<file path="src/rtl/pipeline_pkg.sv">
// Shared pipeline definitions used by fetch, decode and hazard logic.
package pipeline_pkg;
  localparam int XLEN = 32;
  localparam logic [XLEN-1:0] NOP_INSTR = 32'h0000_0013;

  typedef enum logic {
    RUN    = 1'b0,
    HALTED = 1'b1
  } fetch_state_e;
endpackage

</file>
<file path="src/rtl/perf_counter.sv">
// Free-running wrap-around event counter with synchronous clear.
module perf_counter #(
  parameter int CNT_W = 32
) (
  input  logic             i_clk,
  input  logic             i_reset,
  input  logic             i_en,
  output logic [CNT_W-1:0] o_count
);
  logic [CNT_W-1:0] count_q;

  // Count register: clears on reset, otherwise steps by one when enabled.
  always_ff @(posedge i_clk) begin
    if (i_reset) begin
      count_q <= {CNT_W{1'b0}};
    end else if (i_en) begin
      count_q <= count_q + CNT_W'(1);
    end else begin
      count_q <= count_q;
    end
  end

  assign o_count = count_q;
endmodule

</file>
<file path="src/rtl/fetch_ctrl.sv">
// Fetch stage: PC register, IF/ID pipeline register, run/halt FSM and
// performance counters, driven by the hazard unit's stall/flush controls.
module fetch_ctrl
  import pipeline_pkg::*;
#(
  parameter logic [XLEN-1:0] RESET_PC = 32'h0000_0000,
  parameter int              CNT_W    = 32
) (
  input  logic             i_clk,
  input  logic             i_reset,
  input  logic             i_stall_pc,
  input  logic             i_stall_if_id,
  input  logic             i_flush_if_id,
  input  logic [31:0]      i_branch_target,
  input  logic             i_halt,
  output logic [31:0]      o_imem_addr,
  input  logic [31:0]      i_imem_rdata,
  output logic [31:0]      o_if_id_pc,
  output logic [31:0]      o_if_id_instr,
  output logic             o_if_id_valid,
  output logic             o_halted,
  output logic [CNT_W-1:0] o_cnt_cycle,
  output logic [CNT_W-1:0] o_cnt_fetch,
  output logic [CNT_W-1:0] o_cnt_stall,
  output logic [CNT_W-1:0] o_cnt_flush
);
  fetch_state_e    state_q, state_d;
  logic [XLEN-1:0] pc_q, pc_d;
  logic [XLEN-1:0] if_id_pc_q, if_id_pc_d;
  logic [XLEN-1:0] if_id_instr_q, if_id_instr_d;
  logic            if_id_valid_q, if_id_valid_d;
  logic            run_s;
  logic            fetch_s;
  logic            unused_s;

  // State, PC and IF/ID registers.
  always_ff @(posedge i_clk) begin
    if (i_reset) begin
      state_q       <= RUN;
      pc_q          <= RESET_PC;
      if_id_pc_q    <= 32'h0000_0000;
      if_id_instr_q <= NOP_INSTR;
      if_id_valid_q <= 1'b0;
    end else begin
      state_q       <= state_d;
      pc_q          <= pc_d;
      if_id_pc_q    <= if_id_pc_d;
      if_id_instr_q <= if_id_instr_d;
      if_id_valid_q <= if_id_valid_d;
    end
  end

  // Next-state logic: flush beats halt, halt beats the stalls.
  always_comb begin
    state_d       = state_q;
    pc_d          = pc_q;
    if_id_pc_d    = if_id_pc_q;
    if_id_instr_d = if_id_instr_q;
    if_id_valid_d = if_id_valid_q;
    fetch_s       = 1'b0;
    case (state_q)
      RUN: begin
        if (i_flush_if_id) begin
          // Halt on a flushed cycle sits on the wrong path and is dropped.
          pc_d          = {i_branch_target[XLEN-1:2], 2'b00};
          if_id_pc_d    = 32'h0000_0000;
          if_id_instr_d = NOP_INSTR;
          if_id_valid_d = 1'b0;
        end else if (i_halt) begin
          state_d       = HALTED;
          if_id_pc_d    = 32'h0000_0000;
          if_id_instr_d = NOP_INSTR;
          if_id_valid_d = 1'b0;
        end else begin
          if (i_stall_pc) begin
            pc_d = pc_q;
          end else begin
            pc_d = pc_q + 32'd4;
          end
          if (i_stall_if_id) begin
            fetch_s = 1'b0;
          end else begin
            if_id_pc_d    = pc_q;
            if_id_instr_d = i_imem_rdata;
            if_id_valid_d = 1'b1;
            fetch_s       = 1'b1;
          end
        end
      end
      HALTED: begin
        state_d       = HALTED;
        if_id_pc_d    = 32'h0000_0000;
        if_id_instr_d = NOP_INSTR;
        if_id_valid_d = 1'b0;
      end
      default: begin
        state_d       = HALTED;
        if_id_pc_d    = 32'h0000_0000;
        if_id_instr_d = NOP_INSTR;
        if_id_valid_d = 1'b0;
      end
    endcase
  end

  assign run_s    = (state_q == RUN);
  assign unused_s = ^i_branch_target[1:0];

  perf_counter #(.CNT_W(CNT_W)) u_cnt_cycle (
    .i_clk(i_clk), .i_reset(i_reset), .i_en(run_s), .o_count(o_cnt_cycle)
  );
  perf_counter #(.CNT_W(CNT_W)) u_cnt_fetch (
    .i_clk(i_clk), .i_reset(i_reset), .i_en(fetch_s), .o_count(o_cnt_fetch)
  );
  perf_counter #(.CNT_W(CNT_W)) u_cnt_stall (
    .i_clk(i_clk), .i_reset(i_reset),
    .i_en(run_s & i_stall_if_id & ~i_flush_if_id), .o_count(o_cnt_stall)
  );
  perf_counter #(.CNT_W(CNT_W)) u_cnt_flush (
    .i_clk(i_clk), .i_reset(i_reset),
    .i_en(run_s & i_flush_if_id), .o_count(o_cnt_flush)
  );

  assign o_imem_addr   = pc_q;
  assign o_if_id_pc    = if_id_pc_q;
  assign o_if_id_instr = if_id_instr_q;
  assign o_if_id_valid = if_id_valid_q;
  assign o_halted      = (state_q == HALTED);
endmodule

</file>
<file path="config.mk">
export PLATFORM = sky130hd
export DESIGN_NAME = fetch_ctrl
export DESIGN_NICKNAME = d
export VERILOG_FILES = /design/src/rtl/pipeline_pkg.sv /design/src/rtl/perf_counter.sv /design/src/rtl/fetch_ctrl.sv
export SDC_FILE = /design/constraint.sdc
export NUM_CORES = 1
export LEC_CHECK = 0
export BUFFER_PORTS_ARGS = -buffer_cell sky130_fd_sc_hd__buf_2
export CORE_MARGIN = 5
export CORE_UTILIZATION = 40
export DETAILED_ROUTE_END_ITERATION = 10
export MAX_ROUTING_LAYER = met4
export PLACE_DENSITY = 0.77
export SLEW_MARGIN = 20
export SYNTH_ARGS = -nofsm -noshare
export SYNTH_HDL_FRONTEND = slang
export SYNTH_SLANG_ARGS = --single-unit
</file>
<file path="constraint.sdc">
create_clock -name i_clk -period 2.3 [get_ports i_clk]
set_clock_uncertainty 0.1 [all_clocks]
set_input_delay 0.115 -clock i_clk [delete_from_list [all_inputs] [get_ports i_clk]]
set_output_delay 0.115 -clock i_clk [all_outputs]
set_load 0.02 [all_outputs]
</file>
==> impl_metrics.env, run 1 <==
export IMPL_outcome="finished clean"
export IMPL_synth_edf_count=0
export IMPL_hp_class="in -> reg"
export IMPL_io_pins=296
export IMPL_ys_flop_type="dfxtp_1"
export IMPL_arrival_ns=2.57
export IMPL_grt_pass1_vias=10486
export IMPL_core_area_um2=25910
export IMPL_num_vias=10930
export IMPL_avgSynthCellArea_um2=8.581
export IMPL_tritoncts="done"
export IMPL_final_cells=1942
export IMPL_grt_pass1_wl_um=53220
export IMPL_route_detailed_drc=0
export IMPL_worstPathRequired_ns=2.59
export IMPL_routabilityCongestion=0.8980
export IMPL_fmax_mhz=438.6
export IMPL_multi_input_area_um2=5552
export IMPL_ys_warn_count=0
export IMPL_crit_path_end_kind="flip-flop"
export IMPL_placed_area_um2=12540
export IMPL_worstHoldPathCells=4
export IMPL_drt_iter0_drc=1008
export IMPL_drive_gt1_share_pct=27.29
export IMPL_synth_seq_cells=223
export IMPL_cp_common_cell="or4_4"
export IMPL_final_period_utilization_pct=99.13
export IMPL_antenna_found_initial=0
export IMPL_synth_cell_types=57
export IMPL_yosys_area_top_type_share_pct=42.61
export IMPL_slew_violations=0
export IMPL_placed_cells=1826
export IMPL_syn_to_final_growth_pct=34.91
export IMPL_dieArea_um2=29530
export IMPL_yosysTopAreaCell="dfxtp_1"
export IMPL_dr_pass1_iters=5
export IMPL_grt_overflow_total=0
export IMPL_worst_slew_pin_slew_ns=1.138
export IMPL_rsz0062_at_grt="false"
export IMPL_initial_core_util_pct=40.44
export IMPL_insertion_delay_ns=0.52
export IMPL_crit_cells=7
export IMPL_regArea_um2=4469
export IMPL_synthTopCellsByArea="dfxtp_1 (43%), mux2i_1 (6.3%), nor2_1 (5.2%)"
export IMPL_fin_crit_ns=2.280
export IMPL_root_buffer="clkbuf_16"
export IMPL_ant_nets=0
export IMPL_crit_family="simple AND/OR/NAND/NOR gates"
export IMPL_grt_use_total_pct=22.03
export IMPL_wirelength_um=33690
export IMPL_synth_area_um2=10480
export IMPL_startpoint_type="input port"
export IMPL_cap_violations=0
export IMPL_drt_wirelength_per_cell_um=17.35
export IMPL_power_per_cell_area_nw_per_um2=656.7
export IMPL_synth_async_sr_flop_share_pct=0
export IMPL_ir_worst_vdd_v=0.0005494
export IMPL_htree_levels=1
export IMPL_num_rows=59
export IMPL_die_x_um=171.8
export IMPL_fill_cells=2311
export IMPL_avgViaCountPerCell=5.628
export IMPL_crit_chain="dlygate4sd3_1 -> buf_2 -> or4_4 -> or4_4 -> buf_4 -> o311ai_0 -> o41ai_1"
export IMPL_nets=1660
export IMPL_cp_slowest_stage_delay_ns=0.55
export IMPL_setup_viol=0
export IMPL_leakage_nw=5.900
export IMPL_m1WireLength_um=13730
export IMPL_slowest_stage="dlygate4sd3_1"
export IMPL_path_max_fanout=11
export IMPL_synth_cells=1221
export IMPL_tns_ns=0
export IMPL_critPathBufInv=3
export IMPL_cts_buffer_depth=3
export IMPL_seq_area_frac_synth_pct=42.61
export IMPL_critPathKind="in -> reg"
export IMPL_portBuffers=291
export IMPL_grt_max_degree=72
export IMPL_r2r_worst_path_cells=5
export IMPL_wl_met3_um=2664
export IMPL_hpwl_um=22670
export IMPL_numClockSinks=223
export IMPL_cts_made_buffers=26
export IMPL_routed_top_layer="met4"
export IMPL_relSlewSlack_pct=24.15
export IMPL_die_height_um=171.8
export IMPL_stdcell_area_um2=14130
export IMPL_finalHoldViolCount=0
export IMPL_wl_met2_um=16310
export IMPL_clkTransAtPathRegs_ns=0.06
export IMPL_post_cts_setup_buffer_count=0
## cells in the mapped netlist, types with 4 or more instances
cell type and instances:
nand3_1 55, nand2_1 73, nor2_1 146, ha_1 5, and2_1 4, buf_6 4
o31ai_1 24, o211ai_1 5, mux2i_1 66, or2_2 14, buf_1 22, mux2_2 8
a31oi_1 9, nand4_1 55, or4_1 25, a32o_1 9, or3_1 39, clkbuf_1 59
nor2b_1 14, o21ai_0 46, nor3_1 18, inv_1 29, a211oi_1 4, nor4_1 27
and4_1 24, dfxtp_1 223, nor3b_1 5, mux2_1 6, a21oi_1 73, o41ai_1 17
and3_1 12, o311ai_0 20, xor2_1 23, xnor2_1 17
## cells in the final DEF (no fill, tap or decap), types with 17 or more instances in the layout
| master | instances |
|---|---|
| buf_2 | 289 |
| dfxtp_1 | 221 |
| nor2_1 | 146 |
| a21oi_1 | 73 |
| nand2_1 | 72 |
| mux2i_1 | 66 |
| dlygate4sd3_1 | 65 |
| buf_4 | 65 |
| nand3_1 | 55 |
| nand4_1 | 55 |
| o21ai_0 | 46 |
| or3_1 | 39 |
| inv_1 | 29 |
| clkbuf_16 | 27 |
| nor4_1 | 26 |
| or4_1 | 25 |
| and4_1 | 24 |
| o31ai_1 | 24 |
| xor2_1 | 23 |
| nor3_1 | 18 |
| o311ai_0 | 18 |
| o41ai_1 | 17 |
| xnor2_1 | 17 |
## worst register-to-register path, cell delays in order (launching register included)
cell,delay [ns]
dfxtp_4,0.35
or4_4,0.46
or4_4,0.54
buf_4,0.20
o311ai_0,0.35
o41ai_1,0.13
## routing by layer
layer / track usage [%] / vias up
met1: 27.32 / 5140
li1: - / 5246
met2: 36.18 / 464
met5: - / -
met4: 7.280 / 0
met3: 4.298 / 80
## state kept, by name, indices dropped and copies added, names as in the netlist
| name | flops |
|---|---|
| o_if_id_valid | 1 |
| u_cnt_fetch.o_count | 32 |
| u_cnt_cycle.o_count | 32 |
| o_if_id_pc | 31 |
| o_halted | 1 |
| u_cnt_stall.o_count | 32 |
| u_cnt_flush.o_count | 32 |
| o_imem_addr | 30 |
| o_if_id_instr | 32 |
## area by class of cell
cell class / instances / area share (%)
multi-input cells: 882 / 39.28
flip-flops and latches: 223 / 31.62
repair buffers: 423 / 18.79
clock buffers: 32 / 5.054
well taps: 335 / 2.965
clock inverters: 16 / 1.487
inverters: 29 / 0.7701
diodes: 2 / 0.03541
## power breakdown
group	internal [mW]	switching [mW]	leakage [nW]	total (mW)
clock	2.76	1.65	0.465	4.42
sequential	3.93	0.0944	1.81	4.03
combinational	0.356	0.480	3.63	0.836
## worst paths after layout
check / slack [ns] / start / to
setup reg to reg: 0.05 / o_halted / u_cnt_fetch.o_count[28]
setup / recovery: 0.02 / i_halt / u_cnt_fetch.o_count[28]
hold reg to reg: 0.35 / o_if_id_valid / o_if_id_valid
hold / removal: 0.1 / i_stall_if_id / u_cnt_fetch.o_count[16]
## per-stage QoR
step,power [mW],utilization [%],hold WS [ns],setup slack (ns)
floorplan,4.537,-,0.1391,-0.1029
global placement,4.823,48.39,0.2309,0.03238
detailed placement,4.842,48.39,0.2422,-0.007872
CTS,9.379,54.47,0.08976,0.005507
global route,9.672,54.53,0.09903,0.005831
finish,9.282,54.55,0.09888,0.01993
## repair_timing
action,4_1_cts,5_1_grt
hold buffers,65,0
endpoints found under the hold margin,63,0
gates resized for setup,0,5
endpoints found under the setup margin,0,12
## cells by family (layout without fill, tap and decap cells)
kind of cell / count (synthesis) / in the layout / share of synthesized area (%)
AOI/OAI and AO/OA: 223 / 223 / 13.83
xor gates and xnor gates: 40 / 40 / 3.344
adders and majority gates: 5 / 5 / 0.5971
buffers and inverters: 118 / 500 / 4.633
DFF: 223 / 223 / 42.61
muxes: 80 / 80 / 7.810
other: 1 / 4 / 0.03579
and+or+nand+nor: 531 / 532 / 27.14
Note: power is estimated with default switching activity, not from simulation.
==> inputs of run 2 (changes only) <==
--- a/config.mk
+++ b/config.mk
@@ -5,12 +5,13 @@
 export SDC_FILE = /design/constraint.sdc
 export NUM_CORES = 1
 export LEC_CHECK = 0
+export ABC_AREA = 1
 export BUFFER_PORTS_ARGS = -buffer_cell sky130_fd_sc_hd__buf_2
 export CORE_MARGIN = 5
 export CORE_UTILIZATION = 40
 export DETAILED_ROUTE_END_ITERATION = 10
 export MAX_ROUTING_LAYER = met4
-export PLACE_DENSITY = 0.77
+export PLACE_DENSITY = 0.76
 export SLEW_MARGIN = 20
 export SYNTH_ARGS = -nofsm -noshare
 export SYNTH_HDL_FRONTEND = slang
==> run 2 against run 1 <==
  * Combinational power shrank 3.0%
  * Power down 1.2%
  * Maximum frequency up 8.8%
  * Critical path depth did not move
  * First-iteration DRC count down 4.9%
  * Register-to-register slack gained 0.16 ns
  * Die area grew 11%
  * Critical path type unchanged
  * Clock-buffer cell count up 4
  * Routed wire length up 15%
==> impl_metrics.env, run 2 <==
export IMPL_outcome="finished clean"
export IMPL_power_per_cell_area_nw_per_um2=605.0
export IMPL_numClockSinks=223
export IMPL_synth_commonest_cells="nand2_1 (571), nor2_1 (291), dfxtp_1 (223)"
export IMPL_ir_worst_vdd_v=0.0005333
export IMPL_final_cell_mix="nand2_1 (571), nor2_1 (291), buf_2 (290), dfxtp_1 (223), inv_1 (150)"
export IMPL_ff2ff_setup_slack_ns=0.21
export IMPL_cts_made_buffers=27
export IMPL_synth_area_um2=11700
export IMPL_hpwl_um=27660
export IMPL_slowest_stage="dlygate4sd3_1"
export IMPL_final_period_utilization_pct=91.10
export IMPL_wl_met3_um=2555
export IMPL_route_detailed_drc=0
export IMPL_setup_viol=0
export IMPL_dr_pass1_iters=5
export IMPL_grt_pass1_wl_um=61870
export IMPL_yosysTopAreaCell="dfxtp_1"
export IMPL_synth_edf_count=0
export IMPL_rsz0062_at_grt="false"
export IMPL_synth_cells=1821
export IMPL_worst_slew_pin_slew_ns=0.8815
export IMPL_dieArea_um2=32780
export IMPL_stdcell_area_um2=15160
export IMPL_syn_to_final_growth_pct=29.54
export IMPL_grt_overflow_total=0
export IMPL_nets=2243
export IMPL_rr_endpoint="o_imem_addr[18]"
export IMPL_drt_iter0_drc=959
export IMPL_arrival_ns=2.41
export IMPL_layout_commonest_cell="nand2_1"
export IMPL_synth_seq_cells=223
export IMPL_hold_path_startpoint="i_stall_pc"
export IMPL_portBuffers=291
export IMPL_yosys_area_top_type_share_pct=38.15
export IMPL_hp_class="in -> reg"
export IMPL_fill_cells=2793
export IMPL_cts_buffer_depth=3
export IMPL_placed_area_um2=13540
export IMPL_drt_wirelength_per_cell_um=15.00
export IMPL_synth_cell_types=48
export IMPL_seq_area_frac_synth_pct=38.15
export IMPL_reg2reg_from="o_halted"
export IMPL_routabilityCongestion=0.9223
export IMPL_tritoncts="done"
export IMPL_drive_gt1_share_pct=18.66
export IMPL_relSlewSlack_pct=41.24
export IMPL_clkTransAtPathRegs_ns=0.06
export IMPL_synth_most_common_cell="nand2_1"
export IMPL_initial_core_util_pct=40.66
export IMPL_avgViaCountPerCell=5.049
export IMPL_cap_violations=0
export IMPL_startpoint_type="input port"
export IMPL_worstHoldPathCells=6
export IMPL_grt_use_total_pct=22.85
export IMPL_fin_crit_ns=2.095
export IMPL_synth_async_sr_flop_share_pct=0
export IMPL_worstHoldEndpoint="o_imem_addr[2]"
export IMPL_routed_top_layer="met4"
export IMPL_path_max_fanout=152
export IMPL_grt_pass1_vias=12186
export IMPL_r2r_worst_path_cells=8
export IMPL_crit_chain="dlygate4sd3_1 -> buf_4 -> buf_12 -> nor4_1 -> buf_4 -> nand3_1 -> dlygate4sd3_1"
export IMPL_io_pins=296
export IMPL_cp_slowest_stage_delay_ns=0.55
export IMPL_insertion_delay_ns=0.53
export IMPL_num_rows=62
export IMPL_crit_path_end_kind="flip-flop"
export IMPL_m1WireLength_um=16690
export IMPL_synthTopCellsByArea="dfxtp_1 (38%), nand2_1 (18%), nor2_1 (9.3%)"
export IMPL_root_buffer="clkbuf_16"
export IMPL_ys_flop_type="dfxtp_1"
export IMPL_wl_met2_um=18070
export IMPL_ant_nets=0
export IMPL_die_height_um=181.0
export IMPL_fmax_mhz=477.3
export IMPL_leakage_nw=6.352
export IMPL_wirelength_um=38590
export IMPL_avgSynthCellArea_um2=6.426
export IMPL_tns_ns=0
export IMPL_ys_warn_count=0
export IMPL_antenna_found_initial=1
export IMPL_core_area_um2=28780
export IMPL_slew_violations=0
export IMPL_finalHoldViolCount=0
export IMPL_die_x_um=181.0
export IMPL_worstPathRequired_ns=2.61
export IMPL_htree_levels=1
export IMPL_critPathKind="in -> reg"
export IMPL_num_vias=12992
export IMPL_grt_max_degree=153
==> run 2: through the flow <==
stage / cells / hold WS [ns] / setup WS (ns) / total power [mW] / utilization (%)
2_1_floorplan: 1822 / 0.1414 / 0.5138 / 4.532 / -
6_report: 2573 / 0.1307 / 0.2047 / 9.172 / 52.67
4_1_cts: 2571 / 0.09677 / 0.1443 / 9.250 / 52.64
3_5_place_dp: 2451 / 0.2335 / 0.2105 / 4.818 / 47.03
3_3_place_gp: 2451 / 0.2343 / 0.2605 / 4.803 / 47.03
5_1_grt: 2572 / 0.1604 / 0.007505 / 9.508 / 52.66
==> run 2: worst max-delay path: cells and delay by family <==
family,cells,cell delay (ns)
and+or+nand+nor,2,0.41
buffers and inverters,5,1.63
==> run 2: area by class of cell <==
type	count	area [um^2]	area share (%)
antenna	2	5.005	0.03301
timing repair buffer	382	2376	15.67
inverter	157	593.1	3.912
sequential	223	4464	29.45
clock buffer	36	759.5	5.010
tap	384	480.5	3.169
clock inverter	12	135.1	0.8914
multi-input combinational	1377	6346	41.86
==> run 2: worst max-delay path by stage <==
stage / start / depth (start not counted) / end
after floorplan: o_imem_addr[2] / 10 / o_imem_addr[30]
after global placement: o_halted / 8 / o_imem_addr[5]
after detailed placement: o_halted / 8 / o_imem_addr[21]
after CTS: o_halted / 5 / o_if_id_instr[1]
after global routing: o_halted / 8 / o_imem_addr[5]
final: i_reset / 7 / o_if_id_instr[1]
==> run 2: layer usage <==
metal	GRT usage [%]	up-vias
li1	-	6505
met1	29.00	5903
met2	38.01	493
met3	2.976	91
met4	7.295	0
met5	-	-
==> run 2: power breakdown <==
| part | leakage, nW | total [mW] | internal (mW) | switching (mW) |
|---|---|---|---|---|
| combinational | 4.10 | 0.811 | 0.306 | 0.506 |
| clock | 0.451 | 4.33 | 2.63 | 1.69 |
| sequential | 1.80 | 4.03 | 3.93 | 0.105 |
==> run 2: cell families after synthesis <==
logic type | Yosys count | synth area share, %
xor+xnor | 24 | 1.796
flops | 223 | 38.15
fa+ha+maj | 5 | 0.5346
other cells | 1 | 0.03204
buf+inv | 222 | 7.655
simple gates | 1123 | 41.95
compound gates | 223 | 9.879
==> run 2: timing repair <==
action,4_1_cts,5_1_grt
buffers inserted,0,0
resized for setup,0,1
setup endpoints to repair,0,3
endpoints found under the hold margin,68,0
hold buffers,72,0
